## src/rtl/clm_pkg.sv

```systemverilog
// Column-memory constants and per-word read tag, shared by the read DMA and the responder.
package clm_pkg;
  localparam int CLM_AW    = 16;
  localparam int CLM_DW    = 64;
  localparam int CLM_DEPTH = 4096;

  typedef struct packed {
    logic first;
    logic last;
    logic oor;
  } clm_tag_t;
endpackage

```

## src/rtl/clm_rd_fifo.sv

```systemverilog
// Registered synchronous FIFO; the head is visible the cycle after push and reads as zero when empty.
// No internal backpressure: the caller guarantees it never pushes into a full FIFO.
module clm_rd_fifo #(
  parameter int W = 66,
  parameter int D = 4,
  localparam int PW = (D > 1) ? $clog2(D) : 1,
  localparam int CW = $clog2(D + 1)
) (
  input  logic          clk,
  input  logic          rst_n,
  input  logic          push_i,
  input  logic [W-1:0]  push_dat_i,
  input  logic          pop_i,
  output logic [W-1:0]  pop_dat_o,
  output logic [CW-1:0] count_o
);
  logic [W-1:0]  mem_q [D];
  logic [PW-1:0] wr_q, wr_d, rd_q, rd_d;
  logic [CW-1:0] cnt_q, cnt_d;
  logic          empty, full, do_push, do_pop;

  function automatic logic [PW-1:0] ptr_inc(input logic [PW-1:0] p);
    return (p == PW'(D - 1)) ? '0 : p + PW'(1);
  endfunction

  assign empty     = (cnt_q == '0);
  assign full      = (cnt_q == CW'(D));
  assign do_push   = push_i && !full;
  assign do_pop    = pop_i && !empty;
  assign count_o   = cnt_q;
  assign pop_dat_o = empty ? '0 : mem_q[rd_q];

  always_comb begin
    wr_d  = do_push ? ptr_inc(wr_q) : wr_q;
    rd_d  = do_pop ? ptr_inc(rd_q) : rd_q;
    cnt_d = cnt_q + CW'(do_push) - CW'(do_pop);
  end

  always_ff @(posedge clk or negedge rst_n) begin
    if (!rst_n) begin
      wr_q  <= '0;
      rd_q  <= '0;
      cnt_q <= '0;
    end else begin
      wr_q  <= wr_d;
      rd_q  <= rd_d;
      cnt_q <= cnt_d;
    end
  end

  always_ff @(posedge clk) begin
    if (do_push) mem_q[wr_q] <= push_dat_i;
  end
endmodule

```

## src/rtl/clm_rd_resp.sv

```systemverilog
// Column-memory read responder: in-order SRAM reads returned with first/last, addr->data latency RL+1.
// addr_ready drops when credits run out, so the SRAM pipeline never stalls on data backpressure.
module clm_rd_resp
  import clm_pkg::*;
#(
  parameter int AW    = CLM_AW,
  parameter int DW    = CLM_DW,
  parameter int DEPTH = CLM_DEPTH,
  parameter int RL    = 1,
  parameter int FD    = 4
) (
  input  logic          clk,
  input  logic          rst_n,
  input  logic [AW-1:0] addr,
  input  logic          addr_first,
  input  logic          addr_last,
  input  logic          addr_valid,
  output logic          addr_ready,
  output logic          mem_ren,
  output logic [AW-1:0] mem_addr,
  input  logic [DW-1:0] mem_rdata,
  output logic [DW-1:0] data,
  output logic          data_first,
  output logic          data_last,
  output logic          data_valid,
  input  logic          data_ready,
  output logic [1:0]    err
);
  localparam int CW = $clog2(FD + 1);
  localparam int FW = DW + 2;

  logic [CW-1:0] credit_q, credit_d;
  logic          run_q;
  logic          burst_open_q, burst_open_d;
  logic [1:0]    err_q, err_d;
  logic          addr_hs, in_range, pop;
  logic          pipe_vld_q [RL];
  clm_tag_t      pipe_tag_q [RL];
  logic          push;
  logic [FW-1:0] push_dat, head_dat;
  logic [CW-1:0] fifo_count;

  // run_q keeps addr_ready low during reset even though credit resets to FD
  assign addr_ready = run_q && (credit_q != '0);
  assign addr_hs    = addr_valid && addr_ready;
  assign in_range   = ({1'b0, addr} < (AW + 1)'(DEPTH));
  assign mem_ren    = addr_hs && in_range;
  assign mem_addr   = mem_ren ? addr : '0;
  assign data_valid = (fifo_count != '0);
  assign pop        = data_valid && data_ready;
  assign err        = err_q;

  always_comb begin
    credit_d = credit_q;
    if (addr_hs && !pop) credit_d = credit_q - CW'(1);
    else if (!addr_hs && pop) credit_d = credit_q + CW'(1);
  end

  // A violation is a first while open or a non-first while closed, i.e. first == open.
  always_comb begin
    burst_open_d = burst_open_q;
    err_d        = err_q;
    if (addr_hs) begin
      if (!in_range) err_d[0] = 1'b1;
      if (addr_first == burst_open_q) err_d[1] = 1'b1;
      if (addr_last) burst_open_d = 1'b0;
      else if (addr_first) burst_open_d = 1'b1;
    end
  end

  always_ff @(posedge clk or negedge rst_n) begin
    if (!rst_n) begin
      run_q        <= 1'b0;
      credit_q     <= CW'(FD);
      burst_open_q <= 1'b0;
      err_q        <= '0;
    end else begin
      run_q        <= 1'b1;
      credit_q     <= credit_d;
      burst_open_q <= burst_open_d;
      err_q        <= err_d;
    end
  end

  // Tag shift register, stage RL-1 lines up with mem_rdata
  always_ff @(posedge clk or negedge rst_n) begin
    if (!rst_n) begin
      for (int i = 0; i < RL; i++) begin
        pipe_vld_q[i] <= 1'b0;
        pipe_tag_q[i] <= '0;
      end
    end else begin
      pipe_vld_q[0] <= addr_hs;
      pipe_tag_q[0] <= '{first: addr_first, last: addr_last, oor: !in_range};
      for (int i = 1; i < RL; i++) begin
        pipe_vld_q[i] <= pipe_vld_q[i-1];
        pipe_tag_q[i] <= pipe_tag_q[i-1];
      end
    end
  end

  assign push     = pipe_vld_q[RL-1];
  assign push_dat = {pipe_tag_q[RL-1].first, pipe_tag_q[RL-1].last,
                     pipe_tag_q[RL-1].oor ? {DW{1'b0}} : mem_rdata};

  clm_rd_fifo #(
    .W (FW),
    .D (FD)
  ) u_fifo (
    .clk        (clk),
    .rst_n      (rst_n),
    .push_i     (push),
    .push_dat_i (push_dat),
    .pop_i      (pop),
    .pop_dat_o  (head_dat),
    .count_o    (fifo_count)
  );

  assign {data_first, data_last, data} = head_dat;
endmodule

```

## config.mk

```make
export PLATFORM = sky130hd
export DESIGN_NAME = clm_rd_resp
export DESIGN_NICKNAME = d
export VERILOG_FILES = /design/src/rtl/clm_pkg.sv /design/src/rtl/clm_rd_fifo.sv /design/src/rtl/clm_rd_resp.sv
export SDC_FILE = /design/constraint.sdc
export NUM_CORES = 1
export LEC_CHECK = 0
export CAP_MARGIN = 20
export CORE_MARGIN = 2
export CORE_UTILIZATION = 49
export DETAILED_ROUTE_END_ITERATION = 12
export PLACE_DENSITY = 0.82
export SLEW_MARGIN = 20
export SYNTH_ARGS = -nofsm -noshare
export SYNTH_HDL_FRONTEND = slang
export SYNTH_HIERARCHICAL = 1
export SYNTH_SLANG_ARGS = --single-unit
export TNS_END_PERCENT = 30
```

## constraint.sdc

```tcl
create_clock -name clk -period 2.6 [get_ports clk]
set_input_delay 0.52 -clock clk [delete_from_list [all_inputs] [get_ports clk]]
set_output_delay 0.52 -clock clk [all_outputs]
set_load 0.005 [all_outputs]
```

**Word level (Yosys, flattened, before mapping)**

Memory sizes are Yosys's and may differ from the RTL's.
Index checks and enable logic that the tools add are counted.

- Register bits after elaboration: 18
- RAM bits: 264
- Logic and storage cells: 57
- Memories: 1
- Output and inout port bits: 87

Memory list:

| memory | depth | width | rd ports | clocked after Yosys merged registers in | write ports | RTL line | source |
|---|---|---|---|---|---|---|---|
| u_fifo.mem_q | 4 | 66 | 1 | 0 | 1 | clm_rd_fifo.sv:17 | `logic [W-1:0] mem_q [D];` |

- Reductions and logical operators: 21
- Muxes and demuxes: 11
- Bitwise operators: 1
- Equal/unequal tests: 4
- $add $sub $neg: 6
- Order comparisons: 1

Operator list:

| kind | count |
|---|---|
| two-way mux 66 bit | 1 |
| two-way mux 64 bit | 1 |
| < comparator 16 x 13 -> 1 bit, second input constant | 1 |
| two-way mux 16 bit | 1 |
| logical AND 1 bit | 8 |
| two-way mux 3 bit | 2 |
| AND reduction 2 bit | 3 |
| nonzero test 3 bit | 2 |
| logical NOT 1 bit | 5 |
| adder 2 x 1 -> 2 bit, second input constant | 2 |
| == test 2 bit, second input constant | 2 |
| two-way mux 1 bit | 4 |
| two-way mux 2 bit | 2 |
| nonzero test 2 bit | 2 |
| adder 3 x 1 -> 3 bit | 1 |
| adder 3 x 1 -> 3 bit, second input constant | 1 |
| == test 3 bit, second input constant | 1 |
| logical NOT 3 bit | 1 |
| subtractor 3 x 1 -> 3 bit | 1 |
| subtractor 3 x 1 -> 3 bit, second input constant | 1 |
| == test 1 bit | 1 |
| inverter 1 bit | 1 |

**Logic depth before layout (Yosys ltp)**

Gate-level depths: netlist (run 1).

- Depth in word-level cells: 7
- Gate-level depth with buffers: 10
- Mapped depth without buffers: 10

**Hierarchy**

Netlist (run 1), hierarchy kept.

By module, submodules not included:

| module | times used | area an instance (µm²) | cells an instance |
|---|---|---|---|
| clm_rd_fifo | 1 | 10381.2 | 455 |
| clm_rd_resp | 1 | 1037.2 | 125 |

**Least setup slack after synthesis (run 1)**

Ideal clock, no wire load.

- Path kind: register to register
- Start point: register u_fifo.cnt_q[1] (netlist: u_fifo/count_o[1])
- End point: memory u_fifo.mem_q[1][0] (enable)
- Data required time: 2.169 ns
- Cell stages (with the launch flop): 4
- Library setup time: 0.431 ns
- Arrival: 2.354 ns
- Period minus slack after synthesis: 2.786 ns
- Setup slack: -0.186 ns
- Cell sequence: dfrtp_1 -> nor2_1 -> a21boi_1 -> and2_1

- Word-level cells in the longest chain between the ends: 5

Ends and longest elaborated chain:

| element | RTL line | source |
|---|---|---|
| from (decl) | clm_rd_fifo.sv:19 | `logic [CW-1:0] cnt_q, cnt_d;` |
| from (signal assigned) | clm_rd_fifo.sv:47 | `cnt_q <= cnt_d;` |
| == test 3 bit | clm_rd_fifo.sv:27 | `assign full = (cnt_q == CW'(D));` |
| logical NOT 1 bit | clm_rd_fifo.sv:28 | `assign do_push = push_i && !full;` |
| logical AND 1 bit | clm_rd_fifo.sv:28 |  |
| two-way mux 1 bit | clm_rd_fifo.sv:52 | `if (do_push) mem_q[wr_q] <= push_dat_i;` |
| two-way mux 1 bit (not written as such) | clm_rd_fifo.sv:52 |  |
| to (decl) | clm_rd_fifo.sv:17 |  |

No other way between the ends.

**Worst setup path after layout (run 1)**

- Start point: register u_fifo.rd_q[0]
- End point: output data[50]

- Word-level cells in the longest chain between the ends: 2

Ends and longest elaborated chain:

| element | RTL line | source |
|---|---|---|
| from (decl) | clm_rd_fifo.sv:18 | `logic [PW-1:0] wr_q, wr_d, rd_q, rd_d;` |
| from (signal assigned) | clm_rd_fifo.sv:46 | `rd_q <= rd_d;` |
| memory read (4 x 66 bit) | n/a |  |
| two-way mux 66 bit | clm_rd_fifo.sv:31 | `assign pop_dat_o = empty ? '0 : mem_q[rd_q];` |
| to (decl) | clm_rd_resp.sv:22 | `output logic [DW-1:0] data,` |

No other way between the ends.

==> results.ini, run 1 <==
[final_layout]
finalNetCount = 887
final_cells = 1122
finalInstanceArea_sq_um = 14800
layout-drive-gt1-share = 0.324
final_common_cell = edfxtp_1
mostFrequentLayoutCells = edfxtp_1, nor2b_1, clkdlybuf4s50_1
n_antenna_cell = 0
area_growth_pct = 29.8

[timing]
fin_tns_setup_ns = -4.38
slew-limit-headroom = 0.455
min_period_over_period = 1.07
hold_viol_final = 0
fmax_ghz = 0.359
drv_slew = 0
finalCriticalPeriod_ns = 2.78
rsz0062_at_grt = true
worst_slack_ns = -0.182
hold_slack_ns = 0.466
tightest_slew_ns = 0.815
setup_violations = 58
finalClockSkew_ns = 0.00867

[cts]
clk_path_buf_depth = 3
cts_tree = yes
clk_pin_slew_worst_paths_ns = 0.06
cts_buffers = 28
clock-sinks = 282
cts_root_buf = clkbuf_16
clk-insertion-delay-late_ns = 0.53
ctsHtreeMaxLevel = 1
cts_hold_buf = 0

[global_routing]
grt_usage = 0.194
antenna_found_initial = 0
grt_start_max_net_pins = 44
grt_pass1_wl_um = 36000
overflow = 0
grt_pass1_vias = 6359

[detailed_routing]
vias_per_cell = 5.26
drc = 0
avgRoutedWirePerCell_um = 20.8
via_count = 5899
antenna_left = 0
firstDrtPassIters = 5
drtIter0Drc = 298
routed_wl_um = 23400

[power]
p_sw_mw = 4.14
comb_power_share = 0.356
p_clk_frac = 0.267
total_power_mw = 15.3
power.leakage_nw = 5.32
ir_drop_mv = 0.521
p_int_mw = 11.2
p_per_area_nw_per_um2 = 1040
p_seq_frac = 0.377
switching_share = 0.270

[yosys]
ys_ff_latch = 282
yosysWarnings = 6
synth-edff-count = 264
syn_avg_cell_area_sq_um = 19.7
yosysSeqAreaShare = 0.734
synth_top_cell_by_area = edfxtp_1
synthArstFlopShare = 0.0638
syn_area_sq_um = 11400
yosys-top-cells-area = edfxtp_1, mux4_2, nor2b_1
yosysUniqueCellTypes = 33
synth_top_area_frac = 0.694
yosys_most_used_dff = edfxtp_1
synthCells = 580

[placed_design]
io_buffers = 168
gp_congestion = 0.749
placedInstanceArea_sq_um = 13600
post-place-cells = 1051
hpwl_um = 13800

[floorplanning]
die_h_um = 157
die_w_um = 157
start_util = 0.501
num_io_pins = 173
rows = 55
die_area_sq_um = 24500
core_sq_um = 22800

[worst_setup_path]
end_kind = output pin
critPathRequiredTime_ns = 2.08
start_kind = flip-flop
path_class = flip-flop to output pin
cp_max_fo = 5
arrival_ns = 2.26

[flow_run]
maxCapViolCount = 0

[hold_path]
min_path_type = primary input to asynchronous set/reset pin

[run_status]
violations = setup timing
status = finished, violations left

## layer usage
| metal | vias to the layer above | part of all wire | track usage |
|---|---|---|---|
| met1 | 3037 | 0.42 | 0.264 |
| met4 | 0 | 0.013 | 0.0424 |
| met3 | 27 | 0.052 | 0.0277 |
| li1 | 2647 | - | - |
| met5 | - | 0 | 0 |
| met2 | 188 | 0.51 | 0.338 |
## through the flow
stage	util	worst slack, ns
after floorplan	-	-0.185
after global placement	0.598	-0.0285
after detailed placement	0.598	-0.0507
after CTS	0.654	-0.213
after global routing	0.651	-0.249
final	0.651	-0.182
## final timing paths
check | from | to | slack (ns) | depth (start not counted)
min in group clk | err[1]$_DFFE_PN0P_ | err[1]$_DFFE_PN0P_ | 0.47 | 1
max | u_fifo/rd_q[0]$_DFFE_PN0P_ | data[50] | -0.18 | 7
min | rst_n | err[0]$_DFFE_PN0P_ | 0.47 | 1
max reg2reg | u_fifo/count_o[1]$_DFF_PN0_ | u_fifo/count_o[2]$_DFF_PN0_ | 0.07 | 10
max in group asynchronous | rst_n | u_fifo/rd_q[1]$_DFFE_PN0P_ | 1.54 | 1
min reg2reg | err[1]$_DFFE_PN0P_ | err[1]$_DFFE_PN0P_ | 0.47 | 1
## cell type report
cell class                 count  area (sq um)
clock buffer                  32           737
inverter                      11          41.3
multi-input combinational    255          2960
sequential                   282          8390
tap                          313           392
timing repair buffer         213          2090
clock inverter                16           205
fill                        1502          7960
## power groups by stage
stage	sequential [mW]	clock [mW]	combinational, mW
after floorplan	5.74	0	2.76
after global placement	5.85	0	4.98
after detailed placement	5.90	0	5.06
after CTS	5.78	4.18	5.62
after global routing	5.83	4.36	5.90
final	5.78	4.10	5.47
## Yosys cell counts (2+ instances only)
master / count
edfxtp_1: 264
nor2b_1: 131
mux4_2: 66
dfrtp_1: 17
clkbuf_1: 13
inv_1: 11
buf_4: 8
ha_1: 8
and3_2: 7
buf_2: 6
and3_1: 5
and2_1: 4
buf_6: 4
mux2_2: 4
nor2_1: 4
xnor2_1: 4
buf_1: 3
a21o_1: 2
a21oi_1: 2
conb_1: 2
fa_1: 2
xor2_1: 2
## cells by family after synthesis
group,count (synthesis),synth area share
flip-flops,282,0.734
AND/OR/NAND/NOR,156,0.0869
multiplexers,71,0.135
buffers and inverters,46,0.0211
adder cells (fa/ha/maj),10,0.0123
AO/OA/AOI/OAI,7,0.00559
XOR/XNOR,6,0.00460
other,2,0.000658
## sequential cells by signal, indices dropped and copies added, names as in the netlist
signal	cells
u_fifo/count_o	3
err	2
pipe_vld_q	1
credit_q	3
u_fifo/rd_q	2
u_fifo/wr_q	2
u_fifo/mem_q	264
burst_open_q	1
run_q	1
pipe_tag_q	3
## timing repair
action / CTS / global route
gates cloned: 8 / 0
setup endpoints to repair: 79 / 72
gates resized for setup: 262 / 33
buffers inserted: 13 / 2
pin swaps: 1 / 0
## worst max-delay path: stages (launching register included)
cell	delay (ns)
dfrtp_4	0.51
buf_12	0.15
buf_12	0.13
buf_16	0.13
buf_12	0.13
mux4_2	0.41
nor2b_1	0.14
buf_2	0.14
Note: power is estimated with default switching activity, not from simulation.
==> run 2, diff against run 1 <==
CORE_UTILIZATION = 51   (was 49)
CTS_BUF_LIST = sky130_fd_sc_hd__clkbuf_4 sky130_fd_sc_hd__clkbuf_8   (was default)
PLACE_DENSITY = 0.85   (was 0.82)
==> results.ini, run 2 (synthesis gave the netlist of run 1 again) <==
[final_layout]
layout-drive-gt1-share = 0.344
area_growth_pct = 26.9
finalNetCount = 893
regMostFlops = u_fifo/mem_q
final_core_util = 0.662
nFillCells = 1445
final_common_cell = edfxtp_1
multi_input_area_sq_um = 2980
mostFrequentLayoutCells = edfxtp_1, nor2b_1, clkdlybuf4s50_1
largest_reg_flops = 264
n_antenna_cell = 0
final_cells = 1106
regArea_sq_um = 8390

[worst_setup_path]
cp_max_fo = 6
critPathLaunch = u_fifo/rd_q[0]$_DFFE_PN0P_
reg2reg_to = u_fifo/count_o[2]$_DFF_PN0_
cp-endpoint = data[2]
end_kind = output pin
arrival_ns = 2.18
path_class = flip-flop to output pin
start_kind = flip-flop
r2r_slack_ns = 0.10
critPathRequiredTime_ns = 2.08
rr_startpoint = u_fifo/count_o[1]$_DFF_PN0_
worstRegToRegCells = 10

[global_routing]
overflow = 0
antenna_found_initial = 2
grt_pass1_wl_um = 36500
grt_pass1_vias = 6785
grt_usage = 0.200
grt_start_max_net_pins = 44

[cts]
clk_pin_slew_worst_paths_ns = 0.06
cts_buffers = 44
cts_tree = yes
ctsHtreeMaxLevel = 2
cts_root_buf = clkbuf_8
clk_path_buf_depth = 3
clk-insertion-delay-late_ns = 0.53
clock-sinks = 282

[placed_design]
gp_congestion = 0.808
hpwl_um = 14000
post-place-cells = 1019
io_buffers = 168

[timing]
worst_slack_ns = -0.0955
rsz0062_at_grt = true
setup_violations = 24
tightest_slew_ns = 0.509
hold_slack_ns = 0.312
slew-limit-headroom = 0.661
fin_tns_setup_ns = -0.706
min_period_over_period = 1.04
fmax_ghz = 0.371
hold_viol_final = 0
finalClockSkew_ns = 0.0194
finalCriticalPeriod_ns = 2.70
drv_slew = 0

[floorplanning]
die_h_um = 154
num_io_pins = 173
start_util = 0.522
die_area_sq_um = 23600
die_w_um = 154
core_sq_um = 21900
rows = 54

[flow_run]
maxCapViolCount = 0

[power]
p_per_area_nw_per_um2 = 997
power.leakage_nw = 5.24
ir_drop_mv = 0.720

[detailed_routing]
vias_per_cell = 5.43
via_count = 6008
firstDrtPassIters = 4
antenna_left = 0
routed_wl_um = 23300
drc = 0
drtIter0Drc = 318
avgRoutedWirePerCell_um = 21.0

[hold_path]
min_path_type = primary input to asynchronous set/reset pin

[run_status]
violations = setup timing
status = finished, violations left

[run 2: cell types whose count changed in the layout (fill, tap and decap cells not counted), sizes merged]
| cell | change |
|---|---|
| dlygate4sd2 | +1 |
| buf | -4 |
| clkdlybuf4s50 | -2 |
| clkinv | -5 |
| clkbuf | +28 |
| bufinv | -4 |
| clkdlybuf4s15 | +2 |
| dlymetal6s2s | +1 |
[run 2: area by class of cell]
type,instances,share of cell area
clock inverter,7,0.00423
sequential,282,0.579
multi-input combinational,255,0.205
clock buffer,68,0.0551
timing repair buffer,203,0.129
tap,280,0.0242
inverter,11,0.00285
[run 2: stage by stage]
step / area [sq um] / worst slack, ns / power [mW]
floorplan: 11400 / -0.185 / 8.50
global placement: 13600 / -0.0320 / 10.8
detailed placement: 13600 / -0.0613 / 11.0
CTS: 14600 / -0.128 / 14.8
global route: 14500 / -0.158 / 15.2
finish: 14500 / -0.0955 / 14.5
[run 2: layer usage]
layer | part of all wire | vias up | GRT usage | wire [um]
li1 | - | 2664 | - | -
met1 | 0.38 | 3055 | 0.241 | 8780
met2 | 0.53 | 243 | 0.358 | 12400
met3 | 0.072 | 42 | 0.0533 | 1670
met4 | 0.015 | 4 | 0.0520 | 356
met5 | 0.0012 | - | 0 | 27
[run 2: power by group]
group / internal [mW] / leakage [nW] / switching, mW
Sequential: 5.52 / 2.66 / 0.284
Clock: 2.04 / 0.455 / 1.57
Combinational: 2.88 / 2.12 / 2.16
Total: 10.4 / 5.24 / 4.02
[run 2: how the worst min path moves through the flow]
| stage | end | slack [ns] | cells past startpoint |
|---|---|---|---|
| floorplan | burst_open_q$_DFFE_PN0P_ | 0.22 | 0 |
| global placement | err[0]$_DFFE_PN0P_ | 0.45 | 1 |
| detailed placement | err[1]$_DFFE_PN0P_ | 0.46 | 1 |
| CTS | err[0]$_DFFE_PN0P_ | 0.30 | 2 |
| global route | err[0]$_DFFE_PN0P_ | 0.36 | 2 |
| finish | err[0]$_DFFE_PN0P_ | 0.31 | 2 |
[run 2: critical path: stages (launching register included)]
cell,delay [ns]
dfrtp_4,0.53
buf_8,0.16
buf_12,0.14
buf_8,0.12
mux4_2,0.41
nor2b_4,0.14
buf_2,0.13
[run 2: repair_timing]
action / CTS / global route
setup endpoints to repair: 79 / 72
gates cloned: 5 / 0
gates resized for setup: 285 / 28
pin swaps: 1 / 1
hold buffers: 0 / 0
setup buffers: 12 / 0
==> run 3, diff against run 2 <==
CORE_UTILIZATION = 56   (was 51)
PLACE_DENSITY = 0.88   (was 0.85)
REMOVE_ABC_BUFFERS = 1   (was default)
clock period = 2.9 ns   (was 2.6 ns; I/O delays follow)
==> results.ini, run 3 (synthesis gave the netlist of run 1 again) <==
[floorplanning]
die_w_um = 147
core_sq_um = 20100
num_io_pins = 173
die_h_um = 147
die_area_sq_um = 21500
start_util = 0.568
rows = 52

[hold_path]
min_path_type = flip-flop to flip-flop
min_to = err[0]$_DFFE_PN0P_
worstHoldStart = err[0]$_DFFE_PN0P_
hold_depth = 1

[worst_setup_path]
crit_chain = buf_12 > mux4_2 > nor2b_1 > clkdlybuf4s50_1
max_stage_delay_ns = 0.55
rr_startpoint = u_fifo/count_o[1]$_DFF_PN0_
reg2reg_to = u_fifo/count_o[2]$_DFF_PN0_
r2r_slack_ns = 0.36
worstRegToRegCells = 10
arrival_ns = 2.25
crit_path_top_delay_cell = clkdlybuf4s50_1
path_class = flip-flop to output pin
critPathRequiredTime_ns = 2.32
end_kind = output pin
cp_max_fo = 7
start_kind = flip-flop

[final_layout]
layout-drive-gt1-share = 0.220
n_antenna_cell = 0
final_cells = 1085
regMostFlops = u_fifo/mem_q
area_growth_pct = 25.4
finalNetCount = 881
finalInstanceArea_sq_um = 14300
mostFrequentLayoutCells = edfxtp_1, nor2b_1, clkdlybuf4s50_1
final_core_util = 0.712
final_common_cell = edfxtp_1
largest_reg_flops = 264

[power]
ir_drop_mv = 0.425
p_sw_mw = 3.35
p_per_area_nw_per_um2 = 856
p_clk_frac = 0.237
p_int_mw = 8.91
p_seq_frac = 0.419
power.leakage_nw = 5.03
comb_power_share = 0.344
switching_share = 0.273

[cts]
cts_root_buf = clkbuf_8
cts_tree = yes
clk_path_buf_depth = 3
clk_pin_slew_worst_paths_ns = 0.06
cts_hold_buf = 0
clk-insertion-delay-late_ns = 0.51
clock-sinks = 282
ctsHtreeMaxLevel = 2
cts_buffers = 42

[timing]
fmax_ghz = 0.353
drv_slew = 0
tightest_slew_ns = 0.849
slew-limit-headroom = 0.432
rsz0062_at_grt = false
min_period_over_period = 0.976
setup_violations = 0
hold_viol_final = 0
finalClockSkew_ns = 0.00790
finalCriticalPeriod_ns = 2.83
hold_slack_ns = 0.468

[detailed_routing]
routed_wl_um = 21800
avgRoutedWirePerCell_um = 20.1
vias_per_cell = 5.42
via_count = 5878
drtIter0Drc = 359
drc = 0
firstDrtPassIters = 4
antenna_left = 0

[run_status]
status = finished clean

[global_routing]
antenna_found_initial = 0
grt_pass1_wl_um = 34700
grt_pass1_vias = 6490
grt_start_max_net_pins = 45
grt_usage = 0.209
overflow = 0

[placed_design]
io_buffers = 168
hpwl_um = 14100
gp_congestion = 0.850
post-place-cells = 1008
placedInstanceArea_sq_um = 13600

[flow_run]
maxCapViolCount = 0

-- run 3: area by class of cell --
class | instances | area [sq um]
Clock buffer | 57 | 697
Clock inverter | 17 | 73.8
Fill cell | 1238 | 5780
Inverter | 11 | 41.3
Multi-Input combinational cell | 255 | 2830
Sequential cell | 282 | 8390
Tap cell | 270 | 338
Timing Repair Buffer | 193 | 1960
-- run 3: worst max-delay path: cells and delay by family, from the launching register on --
kind	cells	cell delay [ns]
flops	1	0.50
mux	1	0.31
buf+inv	2	0.71
simple gates	1	0.22
-- run 3: per-stage QoR --
stage	setup TNS (ns)	setup slack [ns]	total power [mW]
finish	0	0.0686	12.3
global route	0	0.0114	12.9
CTS	-0.0752	-0.0752	12.4
detailed placement	0	0.129	9.83
global placement	0	0.137	9.68
floorplan	-79.50	-1.15	7.60
-- run 3: worst max-delay path by stage --
stage / cells past startpoint / from / endpoint / slack (ns)
2_1_floorplan: 2 / u_fifo/rd_q[0]$_DFFE_PN0P_ / data[0] / -1.15
3_3_place_gp: 5 / addr[15] / mem_addr[5] / 0.14
3_5_place_dp: 5 / addr[15] / mem_addr[1] / 0.13
4_1_cts: 5 / u_fifo/rd_q[0]$_DFFE_PN0P_ / data[61] / -0.08
5_1_grt: 5 / u_fifo/rd_q[0]$_DFFE_PN0P_ / data[38] / 0.01
6_report: 4 / u_fifo/rd_q[0]$_DFFE_PN0P_ / data[63] / 0.07
-- run 3: what timing repair did --
action / CTS / global route
setup buffers: 3 / 0
setup endpoints to repair: 66 / 2
endpoints found under the hold margin: 0 / 0
gates resized for setup: 67 / 2
-- run 3: routing by layer --
layer  wire length, um  GRT usage  vias to the layer above
li1                  -          -                     2641
met1              8550      0.267                     2969
met2             11500      0.367                      230
met4               354     0.0534                        0
met5                 0          0                        -
met3              1370     0.0478                       38
-- run 3: power groups by stage --
stage / combinational, mW / sequential, mW / clock [mW]
after floorplan: 2.13 / 5.48 / 0
after global placement: 4.46 / 5.22 / 0
after detailed placement: 4.55 / 5.28 / 0
after CTS: 4.31 / 5.14 / 2.98
after global routing: 4.57 / 5.18 / 3.16
final: 4.22 / 5.14 / 2.90
